[config.mk]
export PLATFORM = sky130hd
export DESIGN_NAME = input_conditioner
export DESIGN_NICKNAME = d
export VERILOG_FILES = /design/src/rtl/input_conditioner.sv
export SDC_FILE = /design/constraint.sdc
export NUM_CORES = 1
export LEC_CHECK = 0
export BUFFER_PORTS_ARGS = -buffer_cell sky130_fd_sc_hd__buf_2
export CORE_AREA = 2 2 91 93
export DETAILED_ROUTE_END_ITERATION = 10
export DIE_AREA = 0 0 93 95
export PLACE_DENSITY_LB_ADDON = 0.25
export SLEW_MARGIN = 20
export SYNTH_ARGS = -nofsm -noshare
export SYNTH_HDL_FRONTEND = slang
export SYNTH_SLANG_ARGS = --single-unit
[constraint.sdc]
create_clock -name clk -period 2.4 [get_ports clk]
set_clock_uncertainty 0.1 [all_clocks]
set_input_delay 0.12 -clock clk [delete_from_list [all_inputs] [get_ports clk]]
set_output_delay 0.12 -clock clk [all_outputs]
set_load 0.05 [all_outputs]
[src/rtl/input_conditioner.sv]
// Front-panel conditioner: 2-flop sync, per-button debounce, edge events, operand load, start/mode control.
// Optional INPUT_COND_START_QUEUE_EN holds one busy-blocked start request until busy drops.
module input_conditioner #(
  parameter int DATA_W          = 8,
  parameter int DEBOUNCE_CYCLES = 4,
  parameter int NUM_MODES       = 2,
  localparam int MODE_W         = $clog2(NUM_MODES)
) (
  input  logic              clk,
  input  logic              reset,
  input  logic [DATA_W-1:0] switches,
  input  logic              btn_load_x,
  input  logic              btn_load_y,
  input  logic              btn_start,
  input  logic              btn_mode,
  input  logic              busy,
  output logic [DATA_W-1:0] x_input,
  output logic [DATA_W-1:0] y_input,
  output logic              x_valid,
  output logic              y_valid,
  output logic              start,
  output logic              start_dropped,
  output logic [MODE_W-1:0] mode,
  output logic              K_mode
);

  localparam int CNT_W = $clog2(DEBOUNCE_CYCLES + 1);
  localparam int NB    = 4;

  // Button bit order: 0 load_x, 1 load_y, 2 start, 3 mode
  logic [NB-1:0]     w_btn_raw;
  logic [NB-1:0]     r_btn_s1, r_btn_s2;
  logic [DATA_W-1:0] r_sw_s1, r_sw_s2;
  logic [NB-1:0]     r_db, r_db_d, r_evt;
  logic [CNT_W-1:0]  r_cnt [NB];

  logic [DATA_W-1:0] r_x, r_y;
  logic              r_xv, r_yv, r_start, r_drop, r_pend;
  logic [MODE_W-1:0] r_mode;

  logic              w_ops_ok, w_start_n, w_drop_n, w_pend_n;

  assign w_btn_raw = {btn_mode, btn_start, btn_load_y, btn_load_x};

  always_ff @(posedge clk or negedge reset) begin
    if (!reset) begin
      r_btn_s1 <= '0;
      r_btn_s2 <= '0;
      r_sw_s1  <= '0;
      r_sw_s2  <= '0;
    end else begin
      r_btn_s1 <= w_btn_raw;
      r_btn_s2 <= r_btn_s1;
      r_sw_s1  <= switches;
      r_sw_s2  <= r_sw_s1;
    end
  end

  always_ff @(posedge clk or negedge reset) begin
    if (!reset) begin
      r_db   <= '0;
      r_db_d <= '0;
      r_evt  <= '0;
      for (int unsigned i = 0; i < NB; i++) r_cnt[i] <= '0;
    end else begin
      r_db_d <= r_db;
      r_evt  <= r_db & ~r_db_d;
      for (int unsigned i = 0; i < NB; i++) begin
        if (r_btn_s2[i] != r_db[i]) begin
          if (r_cnt[i] == CNT_W'(DEBOUNCE_CYCLES - 1)) begin
            r_db[i]  <= r_btn_s2[i];
            r_cnt[i] <= '0;
          end else begin
            r_cnt[i] <= r_cnt[i] + 1'b1;
          end
        end else begin
          r_cnt[i] <= '0;
        end
      end
    end
  end

  // Valid flags are the pre-load values, so a same-cycle load cannot enable start.
  assign w_ops_ok = r_xv && r_yv;

  always_comb begin
    w_start_n = 1'b0;
    w_drop_n  = 1'b0;
    w_pend_n  = 1'b0;
`ifdef INPUT_COND_START_QUEUE_EN
    w_pend_n = r_pend;
    if (r_pend) begin
      if (!busy) begin
        w_start_n = 1'b1;
        w_pend_n  = 1'b0;
      end
      if (r_evt[2]) w_drop_n = 1'b1;
    end else if (r_evt[2]) begin
      if (w_ops_ok && !busy) w_start_n = 1'b1;
      else if (w_ops_ok)     w_pend_n  = 1'b1;
      else                   w_drop_n  = 1'b1;
    end
`else
    if (r_evt[2]) begin
      if (w_ops_ok && !busy) w_start_n = 1'b1;
      else                   w_drop_n  = 1'b1;
    end
`endif
  end

  always_ff @(posedge clk or negedge reset) begin
    if (!reset) begin
      r_x     <= '0;
      r_y     <= '0;
      r_xv    <= 1'b0;
      r_yv    <= 1'b0;
      r_start <= 1'b0;
      r_drop  <= 1'b0;
      r_pend  <= 1'b0;
      r_mode  <= '0;
    end else begin
      if (r_evt[0]) begin
        r_x  <= r_sw_s2;
        r_xv <= 1'b1;
      end
      if (r_evt[1]) begin
        r_y  <= r_sw_s2;
        r_yv <= 1'b1;
      end
      r_start <= w_start_n;
      r_drop  <= w_drop_n;
      r_pend  <= w_pend_n;
      if (r_evt[3] && !busy)
        r_mode <= (r_mode == MODE_W'(NUM_MODES - 1)) ? '0 : r_mode + 1'b1;
    end
  end

  assign x_input       = r_x;
  assign y_input       = r_y;
  assign x_valid       = r_xv;
  assign y_valid       = r_yv;
  assign start         = r_start;
  assign start_dropped = r_drop;
  assign mode          = r_mode;
  assign K_mode        = (r_mode == MODE_W'(1));

endmodule
==> results of run 1 <==
==> cells in the mapped netlist, drive strengths merged <==
cell,number
or2,2
nand2,1
mux2,20
dfrtp,69
nor3b,7
nor2b,10
xnor2,5
ha,4
o21a,1
buf,3
nand2b,1
nor3,4
==> report_power, final <==
part           total (mW)  internal (mW)  switching (mW)  leakage (nW)
logic                1.26          0.451           0.808         0.398
registers            1.72           1.50           0.226         0.831
clock network       0.807          0.432           0.376        0.0877
==> layer usage <==
layer | up-vias | track usage, % | wire, um
li1 | 542 | - | -
met1 | 579 | 11.8 | 1500
met2 | 27 | 12.9 | 1690
met3 | 7 | 4.23 | 178
met4 | 0 | 4.78 | 49
met5 | - | 0 | 0
==> timing repair <==
action | in CTS | in global routing
endpoints found under the setup margin | 0 | 0
hold buffers | 15 | 0
resized for setup | 0 | 0
hold endpoints to repair | 84 | 0
==> final timing paths <==
path | start | to | slack (ns)
max reg2reg | r_cnt[0]$_DFF_PN0_ | r_db[3]$_DFFE_PN0P_ | 1.14
min reg2reg | r_sw_s1[7]$_DFF_PN0_ | r_sw_s2[7]$_DFF_PN0_ | 0.25
min in group clk | r_sw_s1[7]$_DFF_PN0_ | r_sw_s2[7]$_DFF_PN0_ | 0.25
max in group asynchronous | reset | r_btn_s1[1]$_DFF_PN0_ | 1.52
min | reset | r_btn_s1[3]$_DFF_PN0_ | 0.25
max | r_cnt[0]$_DFF_PN0_ | r_db[3]$_DFFE_PN0P_ | 1.14
==> cell families (layout without fill, tap and decap cells) <==
family | after synthesis | count (layout) | synth area share, %
compound gates | 1 | 1 | 0.331
fa+ha+maj | 4 | 4 | 2.20
flops | 69 | 69 | 76.0
mux | 20 | 20 | 9.92
buf+inv | 3 | 68 | 1.32
simple gates | 25 | 25 | 8.26
xor+xnor | 5 | 5 | 1.93
==> final cells by class <==
class                      count  area [um^2]
fill                         797         5030
sequential                    69         1730
multi-input combinational     55          514
timing repair buffer          52          350
clock buffer                  15          166
tap                          105          131
clock inverter                 1         5.00
==> sequential cells by signal, indices dropped and copies added, names as in the netlist <==
name / cells
r_cnt: 12
r_sw_s1: 8
r_sw_s2: 8
x_input: 8
y_input: 8
r_btn_s1: 4
r_btn_s2: 4
r_db: 4
r_db_d: 4
r_evt: 4
K_mode: 1
start: 1
start_dropped: 1
x_valid: 1
y_valid: 1
==> through the flow <==
step / std cells / area (um^2) / hold slack, ns / worst slack, ns / power, mW
finish: 297 / 2890 / 0.249 / 1.14 / 3.79
global placement: 266 / 2570 / -0.173 / 1.17 / 2.99
CTS: 297 / 2890 / 0.249 / 1.14 / 3.86
floorplan: 127 / 2270 / -0.276 / 1.22 / 2.73
global route: 297 / 2890 / 0.255 / 1.08 / 4.04
detailed placement: 266 / 2570 / -0.172 / 1.17 / 3.01
==> worst reg2reg max path, stage by stage, from the launching register on <==
cell	delay [ns]
dfrtp_1	0.36
ha_1	0.18
nor2b_4	0.17
mux2_2	0.33
==> impl_results.md, run 1 <==
- Worst path bufs/invs: 0
- Input/output buffers: 36
- Worst slew margin: 72.2%
- Clk_lat worst skew: between 0.3 and 0.4 ns
- NumNets Final: 206
- WL final: 3.42 mm
- Period utilization: around 52%
- Drt pass-1 iters: 4
- Num rows: 33
- Synth warnings: 0
- Library cells used by synthesis: 14
- Cell family with most CP delay: flip-flops
- Avg WL per Cell: 11.5 um
- Leak pwr: about 1.3 nW
- Period minus WS final: 1.26 ns
- CP max stage delay: 0.36 ns
- Least-Margin Pin Slew: 0.417 ns
- Largest net degree at the start of global routing: 69
- Area leader, netlist: dfrtp_1
- CP required: 2.52 ns
- Final hold violation count: 0
- Clock root cell: clkbuf_8
- Commonest non-fill, non-tap cell in the layout: dfrtp_1
- CTS Buffer Depth: 2
- Number of clock sinks: 69
- Post-Syn Nets: 146
- Post-CTS setup buffer count: 0
- CTS buffer count: 9
- Post-synthesis register bit count: 69
- Peak Freq: between 700 and 800 MHz
- Crit path kind: reg -> reg
- Global route overflow: 0
- # setup viols final: 0
- HP Class: in -> async
- CP Depth: 3
- Drc violations: 0
- Total global-route track usage: 9.17%
- TritonCTS clock tree: done
- Starting DRT DRC Count: 46
- Vias per inst: slightly below 4
- Die Y: ~95 um
- Htree depth: 3
- Io pins: 37
- R2r worst-path depth: 3
- Syn avg cell area: 17.9 um^2
- Commonest cells after routing, fill and taps aside: dfrtp_1, buf_2, mux2_2
- Share of the synthesized area in the top cell type: 76.0%
- Max-slew violation count: 0
- Post-route ant nets: 0
- Die area: just under 0.009 mm^2
- Worst-path clk slew: 0.06 ns
- Global-route wire length before repair: 5.96 mm
- Setup tns final: 0 ns
- Ranking of synthesized cells by area: dfrtp_1, mux2_2, nor2b_4, nor3b_1, ha_1
- Initial Utilization: 28.6%
- Fin util: 36.5%
- HPWL Detailed: 2.21 mm
- Core area: 0.00793 mm^2
- Post-Synthesis Cells: about 130
- Worst vdd ir: 0.519 mV
- Worst setup SP type: flop
- CP cell instances: ha_1 -> nor2b_4 -> mux2_2
- RSZ-0062 raised after global routing: no
- Register area share after synthesis: 76.0%
- Via count: 1,155
- Post-Syn Area: about 0.0023 mm^2
- Number of global-route vias before repair: 1,205
- Die W: 93 um
- Worst-path maximum fanout: 3
- Critical Path AT: around 1.4 ns
- Antenna violations before repair: 0
- Max cap viols: 0
- Slowest cell on crit path: dfrtp_1
- Ant. Diodes: 0
- Crit path capture type: flop
- Pwr dens: 1310 mW/mm^2
- Placer Congestion: 0.617
- Status: completed
- Share of post-route cells with drive strength above 1: 39.1%
- Area Overhead vs Synth: 27.4%
Note: power is estimated with default switching activity, not from simulation.
==> run 2, diff against run 1 <==
==> constraint.sdc (replaced) <==
create_clock -name clk -period 1 [get_ports clk]
set_clock_uncertainty 0.1 [all_clocks]
set_input_delay 0.05 -clock clk [delete_from_list [all_inputs] [get_ports clk]]
set_output_delay 0.05 -clock clk [all_outputs]
set_load 0.05 [all_outputs]
==> impl_results.md, run 2 (synthesis results as in run 1) <==
- Die Y: 95 um (unchanged)
- DR WL met3: 113 um (was 178 um)
- Placer Congestion: 0.635 (was 0.617)
- Max reg flops: 12 (unchanged)
- Largest net degree at the start of global routing: 37 (was 69)
- Leak pwr: 1.57 nW (was 1.32 nW)
- Cells after DPL: 271 (was 266)
- Starting DRT DRC Count: 25 (was 46)
- Htree depth: 3 (unchanged)
- Worst vdd ir: 0.861 mV (was 0.519 mV)
- Total global-route track usage: 10.3% (was 9.17%)
- Met2 WL: 2.19 mm (was 1.69 mm)
- Post-route ant nets: 0 (unchanged)
- Ant. Diodes: 0 (unchanged)
- Cell family with most CP delay: flip-flops (unchanged)
- Drc violations: 0 (unchanged)
- Fin util: 43.7% (was 36.5%)
- Non-Filler Instances: 318 (was 297)
- RSZ-0062 raised after global routing: yes (was no)
- Max-slew violation count: 0 (unchanged)
- Avg WL per Cell: 12.9 um (was 11.5 um)
- Number of global-route vias before repair: 1,381 (was 1,205)
- Worst-path maximum fanout: 2 (was 3)
- Least-Margin Pin Slew: 0.321 ns (was 0.417 ns)
- Worst-path clk slew: 0.06 ns (about the same)
- Input/output buffers: 36 (unchanged)
- M1 WL: 1.67 mm (was 1.50 mm)
- Num rows: 33 (unchanged)
- Drt pass-1 iters: 4 (unchanged)
- Failing checks: setup timing
- CP cell instances: ha_2 -> nor2b_4 -> mux2_4 (was ha_1 -> nor2b_4 -> mux2_2)
- Crit path capture type: flop (unchanged)
- Die W: 93 um (unchanged)
- Commonest non-fill, non-tap cell in the layout: dfrtp_1 (unchanged)
- Post-route setup slack: -0.233 ns (was 1.14 ns)
- Peak Freq: 811 MHz (was 796 MHz)
- Worst slew margin: 78.6% (was 72.2%)
- Uppermost layer routed: met4 (unchanged)
- Number of clock sinks: 69 (unchanged)
- Crit path kind: reg -> reg (unchanged)
- Global-route wire length before repair: 6.65 mm (was 5.96 mm)
- CTS buffer count: 9 (unchanged)
- Commonest cells after routing, fill and taps aside: dfrtp_1, buf_6, dfrtp_2 (was dfrtp_1, buf_2, mux2_2)
- Worst Hold Slack: 0.0434 ns (was 0.249 ns)
- Worst path bufs/invs: 0 (unchanged)
- Antenna violations before repair: 0 (unchanged)
- Die area: 0.00884 mm^2 (unchanged)
- WL final: 4.10 mm (was 3.42 mm)
- Vias per inst: 4.03 (was 3.89)
- Clk_lat worst skew: 0.34 ns (was 0.33 ns)
- Core area: 0.00793 mm^2 (unchanged)
- CP max stage delay: 0.36 ns (about the same)
- Io pins: 37 (unchanged)
- Area Overhead vs Synth: 52.6% (was 27.4%)
- Worst setup SP type: flop (unchanged)
- HP Class: in -> async (unchanged)
- CTS Buffer Depth: 2 (unchanged)
- Period utilization: 123% (was 52.4%)
- Top reg by flops: r_cnt (unchanged)
- Slowest cell on crit path: dfrtp_1 (unchanged)
- Final hold violation count: 0 (unchanged)
- # setup viols final: 52 (was 0)
- TritonCTS clock tree: done (unchanged)
- Setup tns final: -3.79 ns (was 0 ns)
- Via count: 1,280 (was 1,155)
- Max cap viols: 0 (unchanged)
- Initial Utilization: 28.6% (unchanged)
- HPWL Detailed: 2.58 mm (was 2.21 mm)
- Global route overflow: 0 (unchanged)
- Period minus WS final: 1.23 ns (was 1.26 ns)
- Critical Path AT: 1.35 ns (was 1.37 ns)
- Status: finished, violations left (was completed)
- Clock root cell: clkbuf_8 (unchanged)
- NumNets Final: 227 (was 206)
- CP required: 1.12 ns (was 2.52 ns)
- Pwr dens: 3250 mW/mm^2 (was 1310 mW/mm^2)
- Share of post-route cells with drive strength above 1: 64.3% (was 39.1%)
[run 2: final cells by class]
cell class | instances | area (um^2)
fillers | 721 | 4460
flip-flops and latches | 69 | 1750
multi-input cells | 55 | 692
repair buffers | 73 | 689
clock buffers | 16 | 200
well taps | 105 | 131
[run 2: power by group]
group / internal, mW / switching (mW) / total (mW) / leakage [nW]
clock network: 1.24 / 0.919 / 2.16 / 0.103
registers: 3.67 / 0.584 / 4.25 / 0.810
logic: 2.43 / 2.41 / 4.84 / 0.660
[run 2: layer usage]
layer	vias to the layer above	GRT usage [%]
met5	-	0
met1	656	11.7
met4	0	10.7
li1	585	-
met2	29	16.0
met3	10	2.00
[run 2: worst paths after layout]
path / start / endpoint / slack, ns / cells after the start
worst max-delay path: r_cnt[0]$_DFF_PN0_ / r_db[3]$_DFFE_PN0P_ / -0.23 / 3
worst min-delay path: reset / r_btn_s1[1]$_DFF_PN0_ / 0.04 / 2
worst max register to register: r_cnt[0]$_DFF_PN0_ / r_db[3]$_DFFE_PN0P_ / -0.23 / 3
worst min register to register: r_btn_s1[2]$_DFF_PN0_ / r_btn_s2[2]$_DFF_PN0_ / 0.25 / 0
max in group asynchronous: reset / x_input[4]$_DFFE_PN0P_ / 0.26 / 3
min in group clk: r_btn_s1[2]$_DFF_PN0_ / r_btn_s2[2]$_DFF_PN0_ / 0.25 / 0
[run 2: per-stage QoR]
step / worst slack, ns / cell area (um^2) / total power, mW
3_3_place_gp: -0.235 / 2680 / 7.35
6_report: -0.233 / 3470 / 11.3
4_1_cts: -0.233 / 3350 / 11.0
2_1_floorplan: -0.162 / 2320 / 6.70
3_5_place_dp: -0.243 / 2680 / 7.53
5_1_grt: -0.294 / 3470 / 11.9
[run 2: repair_timing]
item | in CTS | in global routing
gates resized for setup | 71 | 15
endpoints found under the hold margin | 84 | 0
hold buffers | 14 | 0
buffers inserted | 11 | 6
endpoints found under the setup margin | 52 | 56
pin swaps | 2 | 4
[run 2: worst reg2reg max path, cell delays in order, from the launching register on]
cell,delay (ns)
dfrtp_1,0.36
ha_2,0.19
nor2b_4,0.17
mux2_4,0.30
==> run 3, diff against run 2 <==
--- a/config.mk
+++ b/config.mk
@@ -5,10 +5,11 @@
 export SDC_FILE = /design/constraint.sdc
 export NUM_CORES = 1
 export LEC_CHECK = 0
+export ABC_AREA = 1
 export BUFFER_PORTS_ARGS = -buffer_cell sky130_fd_sc_hd__buf_2
-export CORE_AREA = 2 2 91 93
+export CORE_AREA = 2 2 92 94
 export DETAILED_ROUTE_END_ITERATION = 10
-export DIE_AREA = 0 0 93 95
+export DIE_AREA = 0 0 94 96
 export PLACE_DENSITY_LB_ADDON = 0.25
 export SLEW_MARGIN = 20
 export SYNTH_ARGS = -nofsm -noshare
==> impl_results.md, run 3 <==
- Htree depth: 3 (unchanged)
- Worst vdd ir: 0.855 mV (was 0.861 mV)
- Drc violations: 0 (unchanged)
- Critical Path AT: 0.92 ns (was 1.35 ns)
- Post-route ant nets: 0 (unchanged)
- Share of the synthesized area in the top cell type: 73.8% (was 76.0%)
- Setup tns final: -0.940 ns (was -3.79 ns)
- Die area: 0.00902 mm^2 (was 0.00884 mm^2)
- Via count: 1,544 (was 1,280)
- Met3 Track Usage GR: 6.19% (was 2.00%)
- Met1 usage: 11.9% (was 11.7%)
- Worst-path clk slew: 0.07 ns (was 0.06 ns)
- Placer Congestion: 0.728 (was 0.635)
- Drt pass-1 iters: 5 (was 4)
- Ys async rst share: 100% (unchanged)
- Num rows: 33 (unchanged)
- Core area: 0.00805 mm^2 (was 0.00793 mm^2)
- Top reg by flops: r_cnt (unchanged)
- Top_reg_cell synth: dfrtp_1 (unchanged)
- Crit path kind: reg -> out (was reg -> reg)
- Area leader, netlist: dfrtp_1 (unchanged)
- Total power: 10.1 mW (was 11.3 mW)
- Register area share after synthesis: 73.8% (was 76.0%)
- HPWL Detailed: 2.46 mm (was 2.58 mm)
- Failing checks: setup timing (unchanged)
- Worst-path maximum fanout: 3 (was 2)
- Max reg flops: 12 (unchanged)
- Combinational Power Share: 40.2% (was 43.0%)
- Leak pwr: 1.69 nW (was 1.57 nW)
- Global-route wire length before repair: 6.61 mm (was 6.65 mm)
- Global route overflow: 0 (unchanged)
- Clk_lat worst skew: 0.34 ns (about the same)
- Area Overhead vs Synth: 41.9% (was 52.6%)
- Worst path bufs/invs: 1 (was 0)
- Post-synth EDFFs: 0 (unchanged)
- Period utilization: 107% (was 123%)
- Clock share of power: 18.9% (was 19.2%)
- Total global-route track usage: 10.1% (was 10.3%)
- Io pins: 37 (unchanged)
- Max cap viols: 0 (unchanged)
- Status: finished, violations left (unchanged)
- Cell Int Power: 6.22 mW (was 7.35 mW)
- M2 GR Usage: 15.1% (was 16.0%)
- Post-Syn Nets: 232 (was 146)
- Fin util: 41.2% (was 43.7%)
- Commonest cells after routing, fill and taps aside: nand2_1, dfrtp_1, inv_1 (was dfrtp_1, buf_6, dfrtp_2)
- Starting DRT DRC Count: 30 (was 25)
- Reg-to-reg setup timing slack: 0.02 ns (was -0.23 ns)
- Dpl ws: -0.0285 ns (was -0.243 ns)
- DP Area: 0.00267 mm^2 (was 0.00268 mm^2)
- Die Y: 96 um (was 95 um)
- Max-slew violation count: 0 (unchanged)
- Syn avg cell area: 11.0 um^2 (was 17.9 um^2)
- Count leader, synth: nand2_1 (was dfrtp_1)
- Worst setup SP type: flop (unchanged)
- Fillers: 798 (was 721)
- Post-synthesis register bit count: 69 (unchanged)
- Post-Synthesis Cells: 213 (was 127)
- Largest net degree at the start of global routing: 70 (was 37)
- Die W: 94 um (was 93 um)
- Pwr dens: 3040 mW/mm^2 (was 3250 mW/mm^2)
- FF+latch area: 0.00173 mm^2 (was 0.00175 mm^2)
- Post-Syn Area: 0.00234 mm^2 (was 0.00227 mm^2)
- Vias per inst: 3.83 (was 4.03)
- Most used routing layer: met2 (unchanged)
- TritonCTS clock tree: done (unchanged)
- Multi-input logic area: 559 um^2 (was 692 um^2)
- Avg WL per Cell: 10.1 um (was 12.9 um)
- WL final: 4.08 mm (was 4.10 mm)
- Post-route setup slack: -0.0700 ns (was -0.233 ns)
- NumNets Final: 312 (was 227)
- CP cell instances: buf_6 (was ha_2 -> nor2b_4 -> mux2_4)
- Input/output buffers: 36 (unchanged)
- Ranking of synthesized cells by area: dfrtp_1, nand2_1, inv_1, nor2_1, ha_1 (was dfrtp_1, mux2_2, nor2b_4, nor3b_1, ha_1)
- Flop pwr share: 40.9% (was 37.8%)
- Synth warnings: 0 (unchanged)
- Cell family with most CP delay: flip-flops (unchanged)
- Antenna violations before repair: 0 (unchanged)
- Switch Pwr: 3.86 mW (was 3.91 mW)
- Worst Hold Slack: 0.162 ns (was 0.0434 ns)
- Slowest cell on crit path: dfrtp_2 (was dfrtp_1)
- Number of global-route vias before repair: 1,418 (was 1,381)
- Library cells used by synthesis: 12 (was 14)
- Share of post-route cells with drive strength above 1: 29.5% (was 64.3%)
- Clock root cell: clkbuf_8 (unchanged)
- CTS buffer count: 9 (unchanged)
- Commonest cells in the netlist: nand2_1, dfrtp_1, inv_1 (was dfrtp_1, mux2_2, nor3b_1)
- Initial Utilization: 29.0% (was 28.6%)
- Number of clock sinks: 69 (unchanged)
- Commonest non-fill, non-tap cell in the layout: nand2_1 (was dfrtp_1)
- Crit path capture type: output pin (was flop)
- Peak Freq: 935 MHz (was 811 MHz)
- HP Class: in -> async (unchanged)
- CP required: 0.85 ns (was 1.12 ns)
- Cells after DPL: 355 (was 271)
- CP max stage delay: 0.42 ns (was 0.36 ns)
- Least-Margin Pin Slew: 0.366 ns (was 0.321 ns)
- Worst slew margin: 75.6% (was 78.6%)
- CTS Buffer Depth: 2 (unchanged)
- Final hold violation count: 0 (unchanged)
- Ant. Diodes: 0 (unchanged)
- Final instance area: 0.00332 mm^2 (was 0.00347 mm^2)
- Non-Filler Instances: 403 (was 318)
- RSZ-0062 raised after global routing: yes (unchanged)
- Period minus WS final: 1.07 ns (was 1.23 ns)
- # setup viols final: 22 (was 52)
- Sw frac: 38.3% (was 34.7%)
## run 3: cell types whose count changed in the layout (fill, tap and decap cells not counted), sizes merged, moves of 2 or more
| cell | delta |
|---|---|
| nand2 | +84 |
| inv | +26 |
| mux2 | -20 |
| nor2 | +17 |
| nor2b | -10 |
| nor3b | -7 |
| nand3 | +5 |
| xnor2 | -5 |
| nor3 | -4 |
| clkbuf | -2 |
| clkinv | +2 |
## run 3: path summary, 6_finish.rpt
| check | end | startpoint | cells past startpoint |
|---|---|---|---|
| worst max register to register | r_cnt[1]$_DFF_PN0_ | r_cnt[0]$_DFF_PN0_ | 3 |
| worst max-delay path | K_mode | K_mode$_DFFE_PN0P_ | 1 |
| min in group clk | r_sw_s1[4]$_DFF_PN0_ | switches[4] | 2 |
| max in group asynchronous | r_evt[0]$_DFF_PN0_ | reset | 3 |
| worst min-delay path | x_input[0]$_DFFE_PN0P_ | reset | 3 |
| worst min register to register | r_sw_s2[3]$_DFF_PN0_ | r_sw_s1[3]$_DFF_PN0_ | 0 |
## run 3: power groups by stage
stage	Combinational (mW)	Sequential [mW]	Clock (mW)
6_report	4.06	4.12	1.91
5_1_grt	4.45	4.21	2.16
4_1_cts	3.68	4.09	2.01
3_5_place_dp	3.00	4.04	0
3_3_place_gp	2.97	4.02	0
2_1_floorplan	1.16	5.13	0
## run 3: cell type report
type	instances	area share, %
repair buffers	72	19.2
well taps	105	3.96
multi-input cells	115	16.9
flip-flops and latches	69	52.2
clock buffers	14	4.60
clock inverters	2	0.302
inverters	26	2.94
## run 3: metal layers
metal,vias to the layer above,wire (um)
met3,5,230
met5,-,0
li1,791,-
met4,0,53
met2,41,1930
met1,707,1860
## run 3: what timing repair did
item / 4_1_cts / 5_1_grt
cloned: 0 / 0
pin swaps: 3 / 15
endpoints found under the setup margin: 28 / 38
gates resized for setup: 50 / 12
endpoints found under the hold margin: 84 / 0
buffers inserted: 8 / 10
hold buffers: 14 / 0
## run 3: cells by family (layout without fill, tap and decap cells)
| group | Yosys count | count (layout) | share of synthesized area (%) |
|---|---|---|---|
| and+or+nand+nor | 111 | 111 | 18.6 |
| adders and majority gates | 4 | 4 | 2.14 |
| buffers and inverters | 29 | 114 | 5.46 |
| DFF | 69 | 69 | 73.8 |
